File: src/rtl/branch_pkg.sv
// rtl/branch_pkg.sv - shared branch prediction types for fetch predictor and execute checker
package branch_pkg;

    typedef enum logic {
        TRACK   = 1'b0,
        RECOVER = 1'b1
    } boc_state_e;

    localparam int unsigned PC_INC = 4;

    typedef enum logic [1:0] {
        PRED_STRONG_NT = 2'b00,
        PRED_WEAK_NT   = 2'b01,
        PRED_WEAK_T    = 2'b10,
        PRED_STRONG_T  = 2'b11
    } pred_state_e;

endpackage

File: src/rtl/pred_track_fifo.sv
// rtl/pred_track_fifo.sv - in-order prediction tracking FIFO with wrap-bit pointers and flush-to-head+1
module pred_track_fifo
    import branch_pkg::*;
#(
    parameter int DEPTH  = 4,
    parameter int DATA_W = 8
) (
    input  logic              clk,
    input  logic              rst_n,
    input  logic              push,
    input  logic [DATA_W-1:0] push_data,
    input  logic              pop,
    input  logic              flush,
    output logic [DATA_W-1:0] head_data,
    output logic              full,
    output logic              empty
);

    localparam int AW = $clog2(DEPTH);

    logic [AW:0]       wr_ptr;
    logic [AW:0]       rd_ptr;
    logic [DATA_W-1:0] mem [DEPTH];
    logic              do_push;
    logic              do_pop;

    assign empty     = (wr_ptr == rd_ptr);
    assign full      = (wr_ptr[AW-1:0] == rd_ptr[AW-1:0]) && (wr_ptr[AW] != rd_ptr[AW]);
    assign head_data = mem[rd_ptr[AW-1:0]];
    assign do_push   = push && !full;
    assign do_pop    = pop && !empty;

    // Pointer update; a flush rewinds wr_ptr to just past the entry being popped, emptying the queue
    always_ff @(posedge clk or negedge rst_n) begin
        if (!rst_n) begin
            wr_ptr <= '0;
            rd_ptr <= '0;
        end else begin
            if (do_pop) begin
                rd_ptr <= rd_ptr + (AW+1)'(1);
            end
            if (flush) begin
                wr_ptr <= rd_ptr + (AW+1)'(1);
            end else if (do_push) begin
                wr_ptr <= wr_ptr + (AW+1)'(1);
            end
        end
    end

    // Entry storage; contents are only meaningful between the pointers, so no reset is needed
    always_ff @(posedge clk) begin
        if (do_push && !flush) begin
            mem[wr_ptr[AW-1:0]] <= push_data;
        end
    end

endmodule

File: config.mk
export PLATFORM = sky130hd
export DESIGN_NAME = pred_track_fifo
export DESIGN_NICKNAME = d
export VERILOG_FILES = /design/src/rtl/branch_pkg.sv /design/src/rtl/pred_track_fifo.sv
export SDC_FILE = /design/constraint.sdc
export NUM_CORES = 1
export LEC_CHECK = 0
export ABC_AREA = 1
export BUFFER_PORTS_ARGS = -buffer_cell sky130_fd_sc_hd__buf_4
export CAP_MARGIN = 40
export CORE_ASPECT_RATIO = 1.2
export CORE_MARGIN = 2
export CORE_UTILIZATION = 45
export DETAILED_ROUTE_END_ITERATION = 6
export GPL_TIMING_DRIVEN = 0
export HOLD_SLACK_MARGIN = 0.02
export PLACE_DENSITY = 0.63
export RECOVER_POWER = 100
export SYNTH_ARGS = -nofsm -noshare
export SYNTH_HDL_FRONTEND = slang
export SYNTH_SLANG_ARGS = --single-unit
File: constraint.sdc
create_clock -name clk -period 2.1 [get_ports clk]
set_input_delay 0.63 -clock clk [delete_from_list [all_inputs] [get_ports clk]]
set_output_delay 0.63 -clock clk [all_outputs]
set_load 0.01 [all_outputs]
==> results.toml, run 1 <==
[power_and_ir_drop]
p_comb_share_pct = 44.3
switching_share_pct = 35.3
power_switching_mw = 1.11
p_total_mw = 3.15
leakage_nw = 0.865
ir_drop_uv = 1080
p_int_mw = 2.04
clockPowerShare_pct = 23.1
p_seq_share_pct = 32.5
powerDensity_nw_per_um2 = 1460

[final_layout]
final_area_um2 = 2150
final_common_cell = "edfxtp_1"
final_util_pct = 58.7
antennaDiodeCount = 0
area_delta_synth_final_pct = 24.4
final_cell_mix = "edfxtp_1, nor2_1, o21ai_0, nand2_1, buf_4"
layout.nets = 199
drive_gt1_share_pct = 27.5

[floorplanning]
io_pins = 23
initial_utilization_pct = 47.2
die_w_um = 60.6
die_area_um2 = 4360
die_h_um = 71.9
placementRows = 24
core_area_um2 = 3660

[setup_path]
cp.depth = 5
rr_worst_depth = 6
crit_fanout = 9
critPathCaptureType = "primary output"
r2r_setup_slack_ns = 0.11
required_ns = 1.47
critical_path.top_delay_family = "buffers and inverters"
crit_slowest_cell = "dfrtp_1"
rr_endpoint = "mem[2][1]"
arrival_ns = 1.44
r2r_start = "wr_ptr[0]"
path_class = "reg2out"
startpoint_type = "register"
slowest_delay_ns = 0.41
crit_chain = "buf_6, buf_4, o21ai_0, o22ai_1, buf_4"
cp_common_cell = "buf_4"
path_buf_inv = 3

[placed_design]
dp_hpwl_um = 2250
place.port_buffers = 22
placed_area_um2 = 1960
routabilityCongestion = 0.732

[sta]
fmax_mhz = 483
tns_ns = 0
rsz0062_at_grt = "yes"
fin_worst_skew_ns = 0.0113
period_minus_slack_ns = 2.07
hold_viol_final = 0
tightestPinTransition_ns = 0.811
slew_headroom_pct = 45.7
finalSetupViolCount = 0
slew_violations = 0
min_period_over_period_pct = 98.5

[route]
drt_wl_total_um = 3390
via_count = 1153
ant_nets = 0
dr.pass1.iters = 4
drt_iter0_markers = 45
drc = 0
wl_per_cell_um = 14.5
avgViaCountPerCell = 4.93

[clock_tree]
worstSkewPairLatency_ns = 0.29
cts_tree = "built"
cts_root_buf = "clkbuf_8"
cts.path.max_buffers = 2
cts-htree-levels = 2
cts_sinks = 38
clk_pin_slew_ns = 0.08
cts_made_buffers = 5

[status]
status = "finished, final reports clean"

[yosys]
syn_area_per_cell_um2 = 11.9
yosysWarnings = 0
ys_ff_latch = 38
yosysUniqueCellTypes = 20
syn_nets = 164
ys_seq_area_share_pct = 64.2
netlist_instances = 146
syn_area_um2 = 1730

[global_route]
grt_pass1_wl_um = 5450
antenna_found_initial = 0
grtUsageTotal_pct = 17.6
grt_pass1_vias = 1186
gr-total-overflow = 0
grt_max_degree = 14

[run]
cap_violations = 0

[hold_path]
hold_class = "in2async"
[worst max path at each step]
stage                         endpoint      start
after global placement       mem[0][7]      flush
after CTS                 head_data[5]  rd_ptr[0]
after global routing         mem[2][7]  rd_ptr[0]
final                     head_data[3]  rd_ptr[0]
after detailed placement     mem[3][7]      flush
after floorplan              mem[0][0]      flush
[cells in the mapped netlist (all sizes together)]
cell type	instances	share of area [%]
nand3	8	3.3
nand4	1	1.2
nand2	29	9.0
xnor2	1	0.51
nor2	20	4.3
o21ai	18	5.2
buf	4	1.9
inv	13	3.3
o22ai	8	2.9
edfxtp	32	56
ha	5	3.6
xor2	1	0.51
dfrtp	6	8.7
[worst reg2reg max path, delay by kind of cell (launching register included)]
kind,cells,cell delay (ns)
simple gates,5,1.01
flops,1,0.48
buf+inv,1,0.13
[timing repair]
action | 4_1_cts | 5_1_grt
gates resized for setup | 6 | 2
buffers inserted | 1 | 4
endpoints found under the setup margin | 9 | 38
gates cloned | 0 | 1
hold buffers | 0 | 0
pin swaps | 1 | 1
[area by class of cell]
cell class	count	area (µm²)
fill	328	1510
clock inverter	3	68.8
timing repair buffer	28	194
sequential	38	1110
inverter	13	56.3
buffer	4	48.8
tap	52	65.1
clock buffer	5	68.8
multi-input combinational	91	539
[power groups by stage]
stage | Sequential (mW) | Combinational (mW) | Clock [mW]
after global routing | 1.04 | 1.53 | 0.779
after global placement | 1.03 | 1.21 | 0
final | 1.02 | 1.39 | 0.728
after detailed placement | 1.04 | 1.24 | 0
after CTS | 1.02 | 1.29 | 0.743
after floorplan | 1.01 | 0.818 | 0
[flip-flops by register name (all words and copies together), names as in the netlist]
signal,count
mem,32
wr_ptr,3
rd_ptr,3
[per-layer routing]
layer  track usage, %  vias up  share of wire [%]
li1                 -      574                  -
met1             20.2      552                 43
met2             30.7       21                 52
met3             4.81        6                3.5
met4             6.76        0                1.4
met5                0        -                  0
[logic make-up after synthesis]
kind of cell               share of synthesized area [%]
adders and majority gates                           3.62
and+or+nand+nor                                     17.9
xor gates and xnor gates                            1.01
DFF                                                 64.2
buffers and inverters                               5.13
AOI/OAI and AO/OA                                   8.10
[metrics by stage]
step	hold WS (ns)	setup WS, ns	std cells
after floorplan	0.334	0.429	146
after global placement	0.445	-0.0742	220
after detailed placement	0.447	-0.134	220
after CTS	0.131	-0.000189	229
after global routing	0.218	-0.0667	234
final	0.206	0.0305	234
(Power assumes the default switching activity.)
==> run 2, diff against run 1 <==
Settings changed: ABC_AREA 1 to 0, CORE_UTILIZATION 45 to 35, PLACE_DENSITY 0.63 to 0.51.
==> results.toml, run 2 <==
[setup_path]
r2r_start = "rd_ptr[0]"
path_class = "reg2out"
startpoint = "rd_ptr[0]"
startpoint_type = "register"
rr_worst_depth = 5
rr_endpoint = "mem[3][3]"
required_ns = 1.47
crit_chain = "clkbuf_16, mux4_2, buf_6"
cp-endpoint = "head_data[3]"
slowest_delay_ns = 0.50
crit_slowest_cell = "mux4_2"
r2r_setup_slack_ns = 0.10
crit_fanout = 4
arrival_ns = 1.52
critPathCaptureType = "primary output"

[sta]
fmax_mhz = 465
hold_viol_final = 0
period_minus_slack_ns = 2.15
slew_violations = 0
min_period_over_period_pct = 103
tns_ns = -0.335
finalSetupViolCount = 8
rsz0062_at_grt = "yes"
fin_worst_skew_ns = 0.00357
finalWorstSetupSlack_ns = -0.0528
slew_headroom_pct = 57.0
tightestPinTransition_ns = 0.644

[final_layout]
finalNonFillerCells = 191
antennaDiodeCount = 0
area_delta_synth_final_pct = 34.6
drive_gt1_share_pct = 41.4
layout.nets = 150
final_area_um2 = 2240
final_cell_mix = "edfxtp_1, buf_4, buf_6, clkbuf_1, mux4_2"
fillers = 420
final_util_pct = 48.8
largest_reg_flops = 32
final_common_cell = "edfxtp_1"

[placed_design]
dp_hpwl_um = 2030
place.port_buffers = 21
placed_area_um2 = 1920
routabilityCongestion = 0.749
dp.cells = 174

[route]
ant_nets = 0
wl_per_cell_um = 16.6
drt_wl_total_um = 3170
via_count = 975
drt_iter0_markers = 29
drc = 0
avgViaCountPerCell = 5.10
dr.pass1.iters = 4

[clock_tree]
cts_root_buf = "clkbuf_8"
cts-htree-levels = 2
cts_sinks = 38
cts_tree = "built"
clk_pin_slew_ns = 0.07
cts_made_buffers = 5
cts.path.max_buffers = 2
cts_hold_buf = 0
worstSkewPairLatency_ns = 0.28

[yosys]
yosys-top-cells-area = "edfxtp_1, mux4_2, dfrtp_1"
synth_top_cells_by_count = "edfxtp_1, mux4_2, dfrtp_1"
synth_top_area_cell = "edfxtp_1"
synth-async-reset-ratio_pct = 15.8
yosysTopAreaCellShare_pct = 57.7
synth_edf_count = 32
ys_ff_latch = 38
yosysWarnings = 0
netlist_instances = 94
syn_nets = 112
ys_seq_area_share_pct = 66.7
syn_area_um2 = 1670
synth-main-ff-cell = "edfxtp_1"
syn_area_per_cell_um2 = 17.7
synth.most_common_cell = "edfxtp_1"
yosysUniqueCellTypes = 29

[run]
cap_violations = 0

[global_route]
grt_most_used_layer = "met2"
use_met2_pct = 20.8
grtUsageMet1_pct = 14.4
grtUsageTotal_pct = 12.7
antenna_found_initial = 0
grt_pass1_vias = 1030
grt_use_met3_pct = 3.95
gr-total-overflow = 0
grt_pass1_wl_um = 4810
grt_max_degree = 13

[floorplanning]
initial_utilization_pct = 36.2
placementRows = 27
core_area_um2 = 4590
die_area_um2 = 5330
die_w_um = 67.0
die_h_um = 79.6
io_pins = 23

[hold_path]
hold_class = "in2async"

[power_and_ir_drop]
powerDensity_nw_per_um2 = 1570
leakage_nw = 0.800
ir_drop_uv = 745

[status]
status = "complete, but fails checks"
failed_checks = "negative setup slack"
run 2: cell types whose count changed after synthesis, sizes merged, moves of 3 or more:
cell | previous run | this run
nand2 | 29 | 0
nor2 | 20 | 2
o21ai | 18 | 0
inv | 13 | 3
mux4 | 0 | 8
nand3 | 8 | 1
o22ai | 8 | 1
nor3b | 0 | 4
nand2b | 0 | 3
o31ai | 0 | 3
xnor2 | 1 | 4
run 2: layer usage:
layer / up-vias / wire [µm]
li1: 452 / -
met1: 485 / 1230
met2: 28 / 1680
met3: 10 / 160
met4: 0 / 99
met5: - / 0
run 2: stage by stage:
step / hold slack (ns) / setup WS [ns] / power [mW]
after floorplan: 0.334 / -0.0218 / 1.87
after global placement: 0.447 / -0.731 / 2.26
after detailed placement: 0.447 / -0.364 / 2.30
after CTS: 0.134 / -0.0547 / 3.41
after global routing: 0.242 / -0.110 / 3.72
final: 0.227 / -0.0528 / 3.53
run 2: kinds of logic after synthesis:
kind of cell               synth area share [%]
DFF                                        66.7
adders and majority gates                  3.76
AOI/OAI and AO/OA                          5.18
muxes                                      11.5
xor gates and xnor gates                   3.68
and+or+nand+nor                            6.61
buffers and inverters                      2.55
run 2: how the worst min path moves through the flow:
stage	start	to	cells after the start
after CTS	rst_n	rd_ptr[2]	1
after global routing	rst_n	rd_ptr[2]	1
after global placement	rst_n	rd_ptr[2]	1
final	rst_n	rd_ptr[2]	1
after detailed placement	rst_n	rd_ptr[1]	1
after floorplan	rst_n	rd_ptr[0]	0
run 2: where the power goes:
part	switching [mW]	total [mW]	internal (mW)	leakage, nW
registers	0.134	1.10	0.962	0.360
clock network	0.250	0.720	0.470	0.0658
logic	0.758	1.71	0.951	0.375
run 2: repair_timing:
action                     CTS  global route
cloned                       0             1
setup endpoints to repair   42            20
setup buffers                6             3
gates resized for setup     26             3
run 2: final cells by class:
| type | instances | area (µm²) | share of cell area [%] |
|---|---|---|---|
| tap | 58 | 72.6 | 3.24 |
| clock buffer | 5 | 68.8 | 3.07 |
| buffer | 4 | 46.3 | 2.07 |
| inverter | 3 | 11.3 | 0.503 |
| timing repair buffer | 32 | 254 | 11.3 |
| clock inverter | 3 | 63.8 | 2.85 |
| sequential | 38 | 1110 | 49.6 |
| multi-input combinational | 48 | 612 | 27.3 |
run 2: critical path: cells and delay by family, from the launching register on:
family	cells	cell delay, ns
DFF	1	0.44
buffers and inverters	2	0.31
muxes	1	0.50
==> run 3, diff against run 2 <==
--- a/config.mk
+++ b/config.mk
@@ -6,9 +6,8 @@
 export NUM_CORES = 1
 export LEC_CHECK = 0
-export ABC_AREA = 0
+export ABC_AREA = 1
 export BUFFER_PORTS_ARGS = -buffer_cell sky130_fd_sc_hd__buf_4
 export CAP_MARGIN = 40
 export CORE_ASPECT_RATIO = 1.2
-export CORE_MARGIN = 2
 export CORE_UTILIZATION = 35
 export DETAILED_ROUTE_END_ITERATION = 6
==> constraint.sdc (replaced) <==
create_clock -name clk -period 2.1 [get_ports clk]
set_input_delay 0.63 -clock clk [delete_from_list [all_inputs] [get_ports clk]]
set_output_delay 0.63 -clock clk [all_outputs]
set_load 0.02 [all_outputs]
==> results.toml, run 3 (synthesis results as in run 1) <==
[setup_path]
startpoint = "rd_ptr[0]"
startpoint_type = "register"
cp-endpoint = "full"
r2r_setup_slack_ns = 0.25
arrival_ns = 1.46
crit_fanout = 7
path_class = "reg2out"
r2r_start = "rd_ptr[0]"
rr_endpoint = "mem[1][6]"
rr_worst_depth = 8
required_ns = 1.47
critPathCaptureType = "primary output"

[global_route]
gr-total-overflow = 0
grt_pass1_vias = 1213
grtUsageTotal_pct = 16.3
antenna_found_initial = 0
grt_max_degree = 14
grt_pass1_wl_um = 6020

[hold_path]
hold_class = "in2async"

[route]
via_count = 1198
wl_per_cell_um = 15.3
drt_iter0_markers = 49
avgViaCountPerCell = 4.83
drc = 0
drt_wl_total_um = 3810
dr.pass1.iters = 4
ant_nets = 0

[sta]
rsz0062_at_grt = "yes"
finalSetupViolCount = 0
slew_violations = 0
fmax_mhz = 479
tightestPinTransition_ns = 0.508
hold_viol_final = 0
slew_headroom_pct = 66.1
min_period_over_period_pct = 99.4
fin_worst_skew_ns = 0.00378
period_minus_slack_ns = 2.09

[power_and_ir_drop]
p_total_mw = 3.42
powerDensity_nw_per_um2 = 1530
ir_drop_uv = 649
leakage_nw = 0.906

[clock_tree]
cts_made_buffers = 5
clk_pin_slew_ns = 0.08
cts_sinks = 38
cts_tree = "built"
worstSkewPairLatency_ns = 0.29
cts-htree-levels = 2
cts.path.max_buffers = 2
cts_hold_buf = 0
cts_root_buf = "clkbuf_8"

[floorplanning]
die_area_um2 = 5230
io_pins = 23
placementRows = 27
die_w_um = 66.2
die_h_um = 79.0
core_area_um2 = 4660
initial_utilization_pct = 37.1

[final_layout]
final_cell_mix = "edfxtp_1, buf_4, nor2_1, nand2_1, o21ai_0"
antennaDiodeCount = 0
area_delta_synth_final_pct = 28.8
largest_reg_flops = 32
layout.nets = 207
drive_gt1_share_pct = 31.1
final_common_cell = "edfxtp_1"
final_area_um2 = 2230

[placed_design]
placed_area_um2 = 1980
routabilityCongestion = 0.771
place.port_buffers = 22
dp_hpwl_um = 2470

[status]
status = "finished, final reports clean"

[run]
cap_violations = 0
[run 3: cell count changes in the layout (fill, tap and decap cells not counted), moves of 6 or more]
cell | previous run | this run
nand2_2 | 0 | 7
o21ai_0 | 0 | 11
mux4_2 | 8 | 0
inv_1 | 3 | 10
o21ai_1 | 0 | 7
buf_4 | 14 | 25
buf_6 | 10 | 4
o22ai_1 | 1 | 7
nor2_1 | 2 | 18
nand2_1 | 0 | 18
[run 3: routing by layer]
layer / routed length, µm / vias to the layer above / track usage (%)
met5: 0 / - / 0
li1: - / 589 / -
met3: 129 / 4 / 3.45
met1: 1600 / 583 / 19.4
met2: 2030 / 22 / 28.2
met4: 48 / 0 / 6.38
[run 3: where the power goes]
part           switching [mW]  internal (mW)  total, mW
Sequential             0.0857          0.937       1.02
Clock                   0.275          0.476      0.751
Combinational           0.919          0.725       1.64
Total                    1.28           2.14       3.42
[run 3: what timing repair did]
item | CTS | global route
cloned | 1 | 0
endpoints found under the setup margin | 10 | 18
pin swaps | 2 | 4
buffers inserted | 11 | 0
resized for setup | 8 | 10
[run 3: final cells by class]
cell class | count | area, µm²
Sequential cell | 38 | 1110
Timing Repair Buffer | 36 | 260
Multi-Input combinational cell | 91 | 542
Fill cell | 436 | 2430
Clock buffer | 5 | 68.8
Inverter | 13 | 56.3
Tap cell | 58 | 72.6
Clock inverter | 3 | 68.8
Buffer | 4 | 48.8
[run 3: worst min-delay path by stage]
stage                     startpoint        end  slack, ns  cells after the start
after floorplan                rst_n  rd_ptr[0]       0.33                      0
after global placement         rst_n  wr_ptr[1]       0.45                      1
after detailed placement       rst_n  wr_ptr[0]       0.45                      1
after CTS                      rst_n  rd_ptr[2]       0.13                      1
after global routing           rst_n  wr_ptr[0]       0.25                      1
final                          rst_n  rd_ptr[2]       0.22                      1
[run 3: worst max-delay path, stage by stage, from the launching register on]
cell and delay, ns:
dfrtp_1 0.40, buf_6 0.14, inv_8 0.08, buf_4 0.11
nand2_2 0.05, nand2_4 0.09, nand3_4 0.10, inv_1 0.06
buf_4 0.13
[run 3: through the flow]
stage | worst slack [ns] | setup TNS (ns) | std cells | util [%] | hold slack (ns)
3_5_place_dp | -0.0971 | -1.20 | 228 | 42.5 | 0.450
5_1_grt | -0.0531 | -0.176 | 248 | 47.8 | 0.253
3_3_place_gp | -0.102 | -2.23 | 226 | 42.2 | 0.445
4_1_cts | 0.00663 | 0 | 248 | 48.3 | 0.133
2_1_floorplan | 0.299 | 0 | 146 | - | 0.334
6_report | 0.0129 | 0 | 248 | 47.8 | 0.223
